<file path="src/rtl/program_loader.sv">
// Serial program loader: receives a framed byte stream, assembles 20-bit
// instruction words, writes them to instruction memory and verifies a checksum.
module program_loader #(
    parameter int DATA_WIDTH    = 20,
    parameter int ADDRESS_WIDTH = 8,
    parameter int MEM_SIZE      = 256
) (
    input  logic                     clk,
    input  logic                     rst,
    input  logic                     load_start,
    input  logic [7:0]               rx_data,
    input  logic                     rx_valid,
    output logic                     rx_ready,
    output logic                     imem_we,
    output logic [ADDRESS_WIDTH-1:0] imem_addr,
    output logic [DATA_WIDTH-1:0]    imem_wdata,
    output logic                     cpu_hold,
    output logic                     done,
    output logic                     error,
    output logic [ADDRESS_WIDTH:0]   word_count
);

    localparam int CW = ADDRESS_WIDTH + 1;

    typedef enum logic [3:0] {
        IDLE, HDR, B0, B1, B2, WRITE, CSUM, DONE, ERROR
    } state_t;

    state_t state, state_nxt;

    logic [CW-1:0] n_words;
    logic [7:0]    byte0;
    logic [7:0]    byte1;
    logic [7:0]    sum;
    logic [7:0]    sum_add;
    logic          take;
    logic          last_word;
    logic          addr_room;
    logic          idle_like;

    assign rx_ready  = (state == HDR) || (state == B0) || (state == B1)
                    || (state == B2) || (state == CSUM);
    assign take      = rx_valid && rx_ready;
    assign sum_add   = sum + rx_data;
    assign last_word = (word_count + CW'(1)) == n_words;
    assign addr_room = {1'b0, imem_addr} < CW'(MEM_SIZE - 1);
    assign idle_like = (state == IDLE) || (state == DONE) || (state == ERROR);

    assign imem_we  = (state == WRITE);
    assign cpu_hold = (state != DONE);
    assign done     = (state == DONE);
    assign error    = (state == ERROR);

    always_ff @(posedge clk) begin
        if (!rst) state <= IDLE;
        else      state <= state_nxt;
    end

    always_comb begin
        state_nxt = state;
        unique case (state)
            IDLE, DONE, ERROR: if (load_start) state_nxt = HDR;
            HDR:   if (take) state_nxt = B0;
            B0:    if (take) state_nxt = B1;
            B1:    if (take) state_nxt = B2;
            B2:    if (take) state_nxt = (rx_data[7:4] != 4'd0) ? ERROR : WRITE;
            WRITE: state_nxt = last_word ? CSUM : B0;
            CSUM:  if (take) state_nxt = (sum_add == 8'd0) ? DONE : ERROR;
            default: state_nxt = IDLE;
        endcase
    end

    always_ff @(posedge clk) begin
        if (!rst) begin
            n_words    <= '0;
            byte0      <= '0;
            byte1      <= '0;
            sum        <= '0;
            imem_addr  <= '0;
            imem_wdata <= '0;
            word_count <= '0;
        end else begin
            if (idle_like && load_start) begin
                word_count <= '0;
                imem_addr  <= '0;
                sum        <= '0;
            end
            if (take) sum <= sum_add;
            if (take && state == HDR) n_words <= CW'(rx_data) + CW'(1);
            if (take && state == B0)  byte0 <= rx_data;
            if (take && state == B1)  byte1 <= rx_data;
            if (take && state == B2 && rx_data[7:4] == 4'd0)
                imem_wdata <= DATA_WIDTH'({rx_data[3:0], byte1, byte0});
            // Address saturates on the final word so it never wraps past the top.
            if (state == WRITE) begin
                word_count <= word_count + CW'(1);
                if (!last_word && addr_room)
                    imem_addr <= imem_addr + ADDRESS_WIDTH'(1);
            end
        end
    end

endmodule

</file>
<file path="config.mk">
export PLATFORM = sky130hd
export DESIGN_NAME = program_loader
export DESIGN_NICKNAME = d
export VERILOG_FILES = /design/src/rtl/program_loader.sv
export SDC_FILE = /design/constraint.sdc
export NUM_CORES = 1
export LEC_CHECK = 0
export CORE_MARGIN = 2
export CORE_UTILIZATION = 40
export CTS_CLUSTER_SIZE = 30
export DETAILED_ROUTE_END_ITERATION = 6
export HOLD_SLACK_MARGIN = 0.1
export SKIP_LAST_GASP = 1
export SYNTH_ARGS = -nofsm -noshare
export SYNTH_HDL_FRONTEND = slang
export SYNTH_SLANG_ARGS = --single-unit
</file>
<file path="constraint.sdc">
create_clock -name clk -period 7.2 [get_ports clk]
set_input_delay 1.08 -clock clk [delete_from_list [all_inputs] [get_ports clk]]
set_output_delay 1.08 -clock clk [all_outputs]
set_load 0.01 [all_outputs]
</file>
After elaboration in Yosys (flattened, before gate mapping)
Cells that the tools add are included.
W data, S select, Z words.

operators by class
  $add $sub $neg = 4
  $lt $le $gt $ge = 1
  eq/ne operators = 16
  mux-type cells = 17
  reductions and logical operators = 23

operator list
  cell                   count
  $mux W8                5
  $mux W4                8
  $pmux W4 S7            1
  $mux W9                2
  $eq A4 B3 Y1 const B   4
  $ne A2 B2 Y1 const B   6
  $add A8 B1 Y9 const B  1
  $add A9 B1 Y9 const B  1
  $eq A9 B9 Y1           1
  $add A8 B1 Y8 const B  1
  $add A8 B8 Y8          1
  $eq A4 B2 Y1 const B   2
  $logic_and A1 B1 Y1    8
  $logic_not A4 Y1       2
  $logic_not A8 Y1       1
  $lt A8 B8 Y1 const B   1
  $logic_or A1 B1 Y1     6
  $reduce_and A6 Y1      1
  $eq A4 B1 Y1 const B   1
  $eq A4 B4 Y1 const B   1
  $ne A4 B3 Y1 const B   1
  $reduce_bool A2 Y1     2
  $reduce_bool A4 Y1     1
  $mux W3                1
  2 further kinds        2

word-level totals
  register bits after elaboration = 74
  output and inout bits = 42
  word-level logic and storage cells = 69

Longest topological paths before layout
  word-level depth = 8
  gate-level depth with buffers = 9
  mapped depth without buffers = 9

Worst setup path after synthesis
No wires, ideal clock.

  path type = input to register
  start point = in rx_data[0]
  end point = reg state[0]
  setup time = 0.095 ns
  arrival = 2.952 ns
  required time = 7.105 ns
  setup slack = 4.153 ns
  stages on the path = 8
  path buffers = 0
  cells stage by stage = ha_1 -> fa_1 -> xor2_1 -> or3_1 -> nor3_1 -> nand4_1 -> or2_1 -> a221oi_1

on the way
  longest elaborated chain between the ends = 5

RTL lines
  item                    RTL line  RTL
  start: declaration      11        input logic [7:0] rx_data,
  $add A8 B8 Y8           44        assign sum_add = sum + rx_data;
  $logic_not A8 Y1        68        CSUM: if (take) state_nxt = (sum_add == 8'd0) ? DONE : ERROR;
  $mux W4 (2 in series)   68
  $pmux W4 S7             61        unique case (state)
  end signal: assignment  56        else state <= state_nxt;
  end: declaration        29        state_t state, state_nxt;

No other way between the ends. The select of a mux whose other input is x is not followed.
A chain may end at the register's enable or synchronous reset.

Final worst setup path
  start point = in rx_data[0]
  end point = reg state[2]

Same word-level chain as after synthesis.

==> out/summary.txt <==
outcome -> complete, no violations
Worst-Skew Late Latency -> 0.35 ns
post-route ant nets -> 0
Hold Violations, Final -> 0
WL/cell -> 14.5 µm
most frequent cells in the layout -> dfxtp_1, nand2_1, clkdlybuf4s50_1
drt drc -> 0
mapped cell area -> 3870 µm²
Leakage -> 1.77 nW
PwrDens -> 206 nW/µm²
HP Class -> reg2reg
Peak VDD IR -> 0.000115 V
post-synthesis async set-or-reset flop share -> 0
core region area -> 9330 µm²
buffer and inverter count on the worst path -> 1
Nets -> 506
minimum clock period -> 3.64 ns
placed cells -> 601
commonest non-fill, non-tap cell in the layout -> dfxtp_1
largest net degree at the start of global routing -> 79
Setup Buffers After CTS -> 0
GP Congestion -> 0.830
setup_tns -> 0 ns
Post-synth EDFFs -> 0
post_cts resized -> 0
worst setup margin -> 3.56 ns
Layout Cells excl Fill -> 617
critical path startpoint category -> input pin
Worst-path clk slew -> 0.09 ns
H-tree depth -> 3
RSZ-0062 raised after global routing -> no
Yosys reg bits -> 74
initial drt markers -> 129
endpoints failing setup -> 0
worst hold slack -> 0.466 ns
ordered cell list for the critical path -> clkdlybuf4s50_1 -> ha_1 -> fa_1 -> xor2_1 -> or3_1 -> nor3_1 -> nand4_1 -> or2_1 -> a221oi_1
Syn Nets -> 465
Max Clock Skew -> 0.0132 ns
die area -> 10500 µm²
gr ovfl total -> 0
Filler cells -> 901
GRT Total Usage -> 0.182
sequential fraction of the synthesis area -> 0.383
fraction of layout cells with a size suffix above 1 -> 0.0594
Port Buf Inserts -> 53
CP peak stage delay -> 0.58 ns
growth of design area from synthesis to finish -> 21.4%
Tot Pwr -> 0.970 mW
dpl hpwl -> 6.08 mm
maxcap violations -> 0
cells after synthesis -> 442
Synth warnings -> 0
first-pass detailed-route iteration total -> 4
fmax -> 275 MHz
clk buf depth -> 2
io pins -> 54
TritonCTS clock tree -> built
worst-margin pin slew -> 1.16 ns
delay-heaviest family, CP -> simple AND/OR/NAND/NOR gates
initial antenna violation count -> 0
Clock Sinks -> 74
Hold Buf Count CTS -> 0
Clock Root Buffer -> clkbuf_8
vias in the first global route -> 3148
slew margin rel. -> 0.222
CP Class -> in2reg
pre-CTS WS -> 3.25 ns
ant diodes -> 0
Total Wirelength -> 8.93 mm
synthesized area per cell -> 8.75 µm²
via count -> 3236
crit path capture type -> flop
total CTS buffers -> 9
CP required -> 7.45 ns
Worst Path Arrival -> 3.89 ns
critical path fanouts, max -> 7
Initial Util -> 0.415
first-pass GRT wire length -> 15.0 mm
final worst path period share -> 0.506
number of vias per cell -> 5.24
Die Y -> 102 µm
Yosys cell types -> 57
critical path's slowest cell -> clkdlybuf4s50_1
Site Rows -> 35
fin. max-slew vios -> 0
Synth Flop Type -> dfxtp_1
Die Width -> 102 µm
through the flow:
step / utilization / cell area, µm²
6_report: 0.504 / 4700
5_1_grt: 0.504 / 4700
4_1_cts: 0.504 / 4700
3_5_place_dp: 0.478 / 4460
3_3_place_gp: 0.478 / 4460
2_1_floorplan: - / 3870
worst paths after layout:
check	from	end	slack, ns	cells after the start
max	rx_data[0]	state[2]	3.56	9
min	imem_wdata[12]	imem_wdata[12]	0.47	2
max reg2reg	state[3]	sum[0]	4.51	7
min reg2reg	imem_wdata[12]	imem_wdata[12]	0.47	2
synthesized netlist by cell type, types with 3 or more instances:
master / number / area (µm²)
and3_2: 4 / 30.0
o21ai_0: 14 / 70.1
nor3b_1: 5 / 37.5
nand3_1: 12 / 60.1
a21o_1: 3 / 22.5
xnor2_1: 14 / 123
nand4_1: 5 / 31.3
nor3_1: 7 / 35.0
o31a_1: 3 / 26.3
ha_1: 10 / 125
clkbuf_1: 21 / 78.8
a21oi_1: 10 / 50.1
mux2i_1: 17 / 170
and2_1: 8 / 50.1
nor2b_1: 25 / 156
inv_1: 7 / 26.3
a22oi_1: 6 / 45.0
nand3b_1: 5 / 37.5
a21boi_0: 29 / 218
xor2_1: 12 / 105
o211a_1: 6 / 60.1
and3_1: 9 / 56.3
or3_1: 3 / 18.8
o21a_1: 8 / 60.1
nand2_1: 67 / 251
dfxtp_1: 74 / 1480
nor2_1: 16 / 60.1
a211oi_1: 6 / 45.0
flip-flops by register name (all words and copies together) (netlist names):
name	flops
byte0	8
imem_addr	8
n_words	9
state	4
sum	8
word_count	9
byte1	8
imem_wdata	20
per-layer routing:
layer,track usage,vias up,share of wire
met5,0,-,0
met4,0.0574,0,0.011
met3,0.0397,8,0.037
met2,0.302,56,0.48
met1,0.236,1537,0.48
li1,-,1635,-
cell families after synthesis:
logic type / count (synthesis) / share of synthesized area
fa+ha+maj: 11 / 0.0375
mux: 19 / 0.0498
simple gates: 175 / 0.231
flops: 74 / 0.383
compound gates: 104 / 0.201
xor+xnor: 27 / 0.0647
buf+inv: 32 / 0.0336
worst reg2reg max path, delay by kind of cell (launching register included):
| family | cells | cell delay (ns) |
|---|---|---|
| compound gates | 3 | 1.61 |
| flops | 1 | 0.52 |
| simple gates | 3 | 0.42 |
| buf+inv | 1 | 0.09 |
power breakdown:
group          total [mW]  switching, mW  internal (mW)
Sequential          0.439         0.0146          0.425
Combinational       0.152         0.0860         0.0655
Clock               0.379          0.169          0.210
cell type report:
cell class                 count  area [µm²]  share of cell area
clock inverter                 6        97.6              0.0208
tap                          129         161              0.0344
inverter                       8        30.0             0.00639
sequential                    74        1480               0.315
clock buffer                  10         138              0.0293
timing repair buffer          54         533               0.113
multi-input combinational    336        2260               0.480
No activity file was read; power rests on OpenSTA's default activity.
